[config.mk]
export PLATFORM = sky130hd
export DESIGN_NAME = lectura_interruptores_gray
export DESIGN_NICKNAME = d
export VERILOG_FILES = /design/src/rtl/lectura_interruptores_gray.sv
export SDC_FILE = /design/constraint.sdc
export NUM_CORES = 1
export LEC_CHECK = 0
export CAP_MARGIN = 15
export CORE_MARGIN = 2
export CORE_UTILIZATION = 58
export DETAILED_ROUTE_END_ITERATION = 16
export HOLD_SLACK_MARGIN = 0.1
export PLACE_DENSITY = 0.78
export SYNTH_ARGS = -nofsm -noshare
export SYNTH_HDL_FRONTEND = slang
export SYNTH_SLANG_ARGS = --single-unit
[constraint.sdc]
create_clock -name clk -period 2.6 [get_ports clk]
set_input_delay 0.52 -clock clk [delete_from_list [all_inputs] [get_ports clk]]
set_output_delay 0.52 -clock clk [all_outputs]
set_load 0.005 [all_outputs]
[src/rtl/lectura_interruptores_gray.sv]
`default_nettype none
// ============================================================================
// Module      : lectura_interruptores_gray
// Description : Input-side front end of the Gray decoder board. Reads WIDTH
//               slide switches carrying a Gray word and prepares a clean,
//               committed word for the Gray-to-binary decoder.
//               - Each switch is synchronised to clk (2-FF).
//               - The whole word is debounced: a new value must hold for
//                 DEBOUNCE_CYCLES consecutive cycles before it is committed.
//               - A one-cycle strobe marks every commit.
//               - An error strobe flags commits that are not a Gray-adjacent
//                 (single-bit) step.
// Ports       : clk        in   1      system clock
//               rst        in   1      asynchronous, active-high reset
//               sw         in   WIDTH  raw switches (asynchronous, bouncing)
//               gray       out  WIDTH  committed Gray word
//               gray_valid out  1      pulse: gray updated this cycle
//               gray_err   out  1      pulse with gray_valid: >1 bit changed
// Revision    : 1.0 - initial release
// ============================================================================
module lectura_interruptores_gray #(
    parameter int WIDTH           = 4,
    parameter int DEBOUNCE_CYCLES = 1000000,
    // Derived from DEBOUNCE_CYCLES; not meant to be overridden.
    parameter int CNT_W           = $clog2(DEBOUNCE_CYCLES + 1)
) (
    input  logic             clk,
    input  logic             rst,
    input  logic [WIDTH-1:0] sw,
    output logic [WIDTH-1:0] gray,
    output logic             gray_valid,
    output logic             gray_err
);

    localparam int               C_POP_W    = $clog2(WIDTH + 1);
    localparam logic [CNT_W-1:0] C_CNT_LAST = CNT_W'(DEBOUNCE_CYCLES - 1);

    localparam logic [0:0] ESTABLE  = 1'b0;
    localparam logic [0:0] CONTANDO = 1'b1;

    logic [WIDTH-1:0]   r_sync1;
    logic [WIDTH-1:0]   r_sync2;
    logic [WIDTH-1:0]   r_candidate;
    logic [CNT_W-1:0]   r_cnt;
    logic [0:0]         r_state;
    logic [0:0]         w_state_next;
    logic [WIDTH-1:0]   r_gray;
    logic               r_gray_valid;
    logic               r_gray_err;

    logic               w_differs;
    logic               w_same_cand;
    logic               w_cnt_done;
    logic               w_load_cand;
    logic               w_cnt_inc;
    logic               w_commit;
    logic [WIDTH-1:0]   w_diff;
    logic [C_POP_W-1:0] w_pop;

    // ------------------------------------------------------------------------
    // Two-flop synchroniser; only r_sync2 is used downstream.
    // ------------------------------------------------------------------------
    always_ff @(posedge clk or posedge rst) begin
        if (rst) begin
            r_sync1 <= '0;
            r_sync2 <= '0;
        end else begin
            r_sync1 <= sw;
            r_sync2 <= r_sync1;
        end
    end

    assign w_differs   = (r_sync2 != r_gray);
    assign w_same_cand = (r_sync2 == r_candidate);
    assign w_cnt_done  = (r_cnt == C_CNT_LAST);

    // ------------------------------------------------------------------------
    // FSM: state register
    // ------------------------------------------------------------------------
    always_ff @(posedge clk or posedge rst) begin
        if (rst) begin
            r_state <= ESTABLE;
        end else begin
            r_state <= w_state_next;
        end
    end

    // ------------------------------------------------------------------------
    // FSM: next-state logic
    // ------------------------------------------------------------------------
    always_comb begin
        w_state_next = r_state;
        case (r_state)
            ESTABLE: begin
                if (w_differs) begin
                    w_state_next = CONTANDO;
                end
            end
            CONTANDO: begin
                // Back to the committed word (glitch) or commit: both end
                // the count.
                if (!w_differs) begin
                    w_state_next = ESTABLE;
                end else if (w_same_cand && w_cnt_done) begin
                    w_state_next = ESTABLE;
                end
            end
            default: w_state_next = ESTABLE;
        endcase
    end

    // ------------------------------------------------------------------------
    // FSM: output / datapath control decode
    // ------------------------------------------------------------------------
    always_comb begin
        w_load_cand = 1'b0;
        w_cnt_inc   = 1'b0;
        w_commit    = 1'b0;
        case (r_state)
            ESTABLE: begin
                w_load_cand = w_differs;
            end
            CONTANDO: begin
                if (w_differs) begin
                    if (!w_same_cand) begin
                        // Still bouncing: restart the count on the new value.
                        w_load_cand = 1'b1;
                    end else if (w_cnt_done) begin
                        w_commit = 1'b1;
                    end else begin
                        w_cnt_inc = 1'b1;
                    end
                end
            end
            default: begin
                w_load_cand = 1'b0;
            end
        endcase
    end

    // Number of bits that flip on commit; a legal Gray step flips exactly one.
    assign w_diff = r_candidate ^ r_gray;

    always_comb begin
        w_pop = '0;
        for (int i = 0; i < WIDTH; i++) begin
            w_pop = w_pop + C_POP_W'(w_diff[i]);
        end
    end

    // ------------------------------------------------------------------------
    // Candidate, debounce counter and committed outputs
    // ------------------------------------------------------------------------
    always_ff @(posedge clk or posedge rst) begin
        if (rst) begin
            r_candidate  <= '0;
            r_cnt        <= '0;
            r_gray       <= '0;
            r_gray_valid <= 1'b0;
            r_gray_err   <= 1'b0;
        end else begin
            if (w_load_cand) begin
                r_candidate <= r_sync2;
                r_cnt       <= '0;
            end else if (w_cnt_inc) begin
                // Counting stops at C_CNT_LAST via commit, so no wrap occurs.
                r_cnt <= r_cnt + CNT_W'(1);
            end
            if (w_commit) begin
                r_gray <= r_candidate;
            end
            // Strobes are asserted only in the cycle right after a commit.
            r_gray_valid <= w_commit;
            r_gray_err   <= w_commit && (w_pop > C_POP_W'(1));
        end
    end

    assign gray       = r_gray;
    assign gray_valid = r_gray_valid;
    assign gray_err   = r_gray_err;

endmodule
`default_nettype wire

==> impl_metrics.tcl <==
set metrics [dict create \
    clk_pin_slew_ns 0.12 \
    pin_count 12 \
    max-cap-violations 0 \
    grt_first_pass_wirelength_um 6650 \
    io_buffers 11 \
    wl_met3_um 172 \
    total_switching_power_mw 0.257 \
    die_area_mm2 0.00372 \
    layout.cells.most_common "dfrtp_1" \
    grt_start_max_net_pins 40 \
    fmax_mhz 444 \
    finalNonFillerCells 250 \
    min_cycle_time_layout_ns 2.25 \
    postSynthAreaPerCell_um2 10.0 \
    power.density_cell_area_mw_per_mm2 563 \
    clock_tree_from_tritoncts "yes" \
    final_design_area_no_fill_mm2 0.00216 \
    cp-end-kind "register" \
    firstDrtPassIters 4 \
    globalRouteTotalUtil 0.248 \
    seqPwrFrac 0.522 \
    timing.critical_path.required_ns 2.85 \
    critical_path_buf_inv_count 0 \
    clock_skew_ns 0.00870 \
    ys.warnings.count 0 \
    core_area_mm2 0.00308 \
    root_buffer "clkbuf_4" \
    count_of_final_max_slew_check_failures 0 \
    dpl.cell_count 242 \
    startpoint_type "register" \
    grt_pass1_vias 1384 \
    cts.path.max_buffers 2 \
    numClockSinks 39 \
    gp_routability_congestion 0.844 \
    ir_worst_vdd_v 0.000416 \
    post-dp-hpwl_um 2650 \
    initial_utilization 0.611 \
    synth_enable_flop_cells 0 \
    crit_chain "ha_1 > nand4_1 > or2_2 > nor2_2 > nand3_1 > mux2_2" \
    timing.reg2reg.worst_path_depth 6 \
    finalHoldWorstSlack_ns 0.365 \
    dieWidth_um 61.0 \
    setup_tns_after_final_layout_ns 0 \
    clock_power_share 0.410 \
    initialDrtViolationCount 175 \
    comb_power_share 0.069 \
    wire_per_inst_um 15.6 \
    worst-path-stages 6 \
    post_cts_resize_count 0 \
    synthesis.instances 188 \
    syn2layout_area_growth_pct 14.6 \
    core.rowCount 20 \
    final_antenna_net_count 0 \
    cts_inserted_buffers 5 \
    switching_share 0.212 \
    rsz0062_at_grt "no" \
    arrival_ns 2.50 \
    insertedDiodeCount 0 \
    drive_above_1_share 0.112 \
    synthDistinctLibCells 34 \
    finalNetCount 213 \
    intPower_mw 0.956 \
    netlist_area_before_placement_mm2 0.00188 \
    power_mw 1.21 \
    ys_seq_area_frac 0.519 \
    postSynthRegisterBits 39 \
    outcome "completed" \
    cts_post_setup_buffers_inserted 0 \
    ctsHtreeMaxLevel 2 \
    dpl_cell_area_mm2 0.00205 \
    met2_length_um 1930 \
    detail_route.vias_per_cell 6.02 \
    maxUsedRoutingLayer "met4" \
    cts-hold-fix-buffers 0 \
    die_h_um 61.0 \
    grt_overflow_total 0 \
    detail_route.drc_violations 0 \
    min_period_over_period 0.867 \
    finalWirelength_um 3890 \
    power_leakage_nw 0.866 \
    hold_depth 0 \
    mappedNetlistNets 196 \
    worst_hold_path_type "register to register" \
    timing_worst_setup_path_type "register to register" \
    detailroute.via_count 1506 \
    worst_pin_slew_ns 0.532 \
    standard_cell_with_the_maximum_stage_delay_on_the_critical_path "dfrtp_1" \
    finalSetupViolations 0 \
    final_hold_viol_count 0 \
    worst_slew_margin_rel 0.644 \
    async_flop_share 1.00 \
    final_cell_mix "dfrtp_1, nand2_1, nand3_1" \
    clock_latency_ns 0.35 \
    synth_ff_type "dfrtp_1" \
    antenna_found_initial 0 \
    crit_path_max_fanout 8 \
    critPathMaxStageDelay_ns 0.43 \
    largest_delay_contributor_family_on_the_critical_path "simple AND/OR/NAND/NOR gates" \
    m1WireLength_um 1730 \
]
[layer usage]
layer / vias to the layer above / GRT usage
li1: 706 / -
met1: 749 / 0.338
met2: 42 / 0.387
met3: 9 / 0.0661
met4: 0 / 0.0870
met5: - / 0
[sequential cells by signal, summed over array words and instances (netlist names)]
| signal | cells |
|---|---|
| gray | 4 |
| gray_err | 1 |
| gray_valid | 1 |
| r_candidate | 4 |
| r_cnt | 20 |
| r_state | 1 |
| r_sync1 | 4 |
| r_sync2 | 4 |
[stage by stage]
step           worst slack (ns)   util
2_1_floorplan             0.714      -
3_3_place_gp              0.569  0.667
3_5_place_dp              0.396  0.667
4_1_cts                   0.403  0.700
5_1_grt                   0.176  0.700
6_report                  0.345  0.700
[worst paths after layout]
path | startpoint | end | slack [ns]
min in group asynchronous | rst | gray_err | 0.56
worst max register to register | r_cnt[0] | gray[2] | 0.35
worst min-delay path | r_sync1[3] | r_sync2[3] | 0.36
worst max-delay path | r_cnt[0] | gray[2] | 0.35
max in group asynchronous | rst | r_cnt[13] | 1.69
worst min register to register | r_sync1[3] | r_sync2[3] | 0.36
[synthesized netlist by cell type (2+ instances only)]
cell	number	area share
or3_1	9	0.030
xnor2_1	12	0.056
clkbuf_1	4	0.0080
or4_1	2	0.0080
o21ai_0	13	0.035
and4_1	2	0.0093
nand2_1	18	0.036
nor2_1	8	0.016
dfrtp_1	39	0.52
nor4b_1	2	0.0093
mux2_2	8	0.048
inv_1	11	0.022
and3_1	2	0.0066
o31ai_1	2	0.0080
a22o_1	2	0.0093
a211oi_1	2	0.0080
nand4_1	7	0.023
nor3_1	4	0.011
a21oi_1	11	0.029
nand3_1	16	0.043
[kinds of logic after synthesis]
| logic type | after synthesis | share of synthesized area |
|---|---|---|
| mux | 8 | 0.0479 |
| xor+xnor | 12 | 0.0559 |
| simple gates | 76 | 0.217 |
| buf+inv | 16 | 0.0339 |
| fa+ha+maj | 2 | 0.0173 |
| flops | 39 | 0.519 |
| compound gates | 35 | 0.110 |
[power groups by stage]
stage	registers, mW	clock network [mW]	logic [mW]
final	0.633	0.497	0.0835
after global routing	0.635	0.536	0.0961
after floorplan	0.641	0	0.0601
after CTS	0.633	0.501	0.0849
after detailed placement	0.645	0	0.0843
after global placement	0.643	0	0.0819
[layout make-up]
class	count	area, um^2
Sequential cell	39	976
Fill cell	231	922
Multi-Input combinational cell	133	842
Timing Repair Buffer	15	140
Clock inverter	2	60.1
Tap cell	44	55.1
Clock buffer	6	41.3
Inverter	11	41.3
Power figures use the tool's default switching activity.
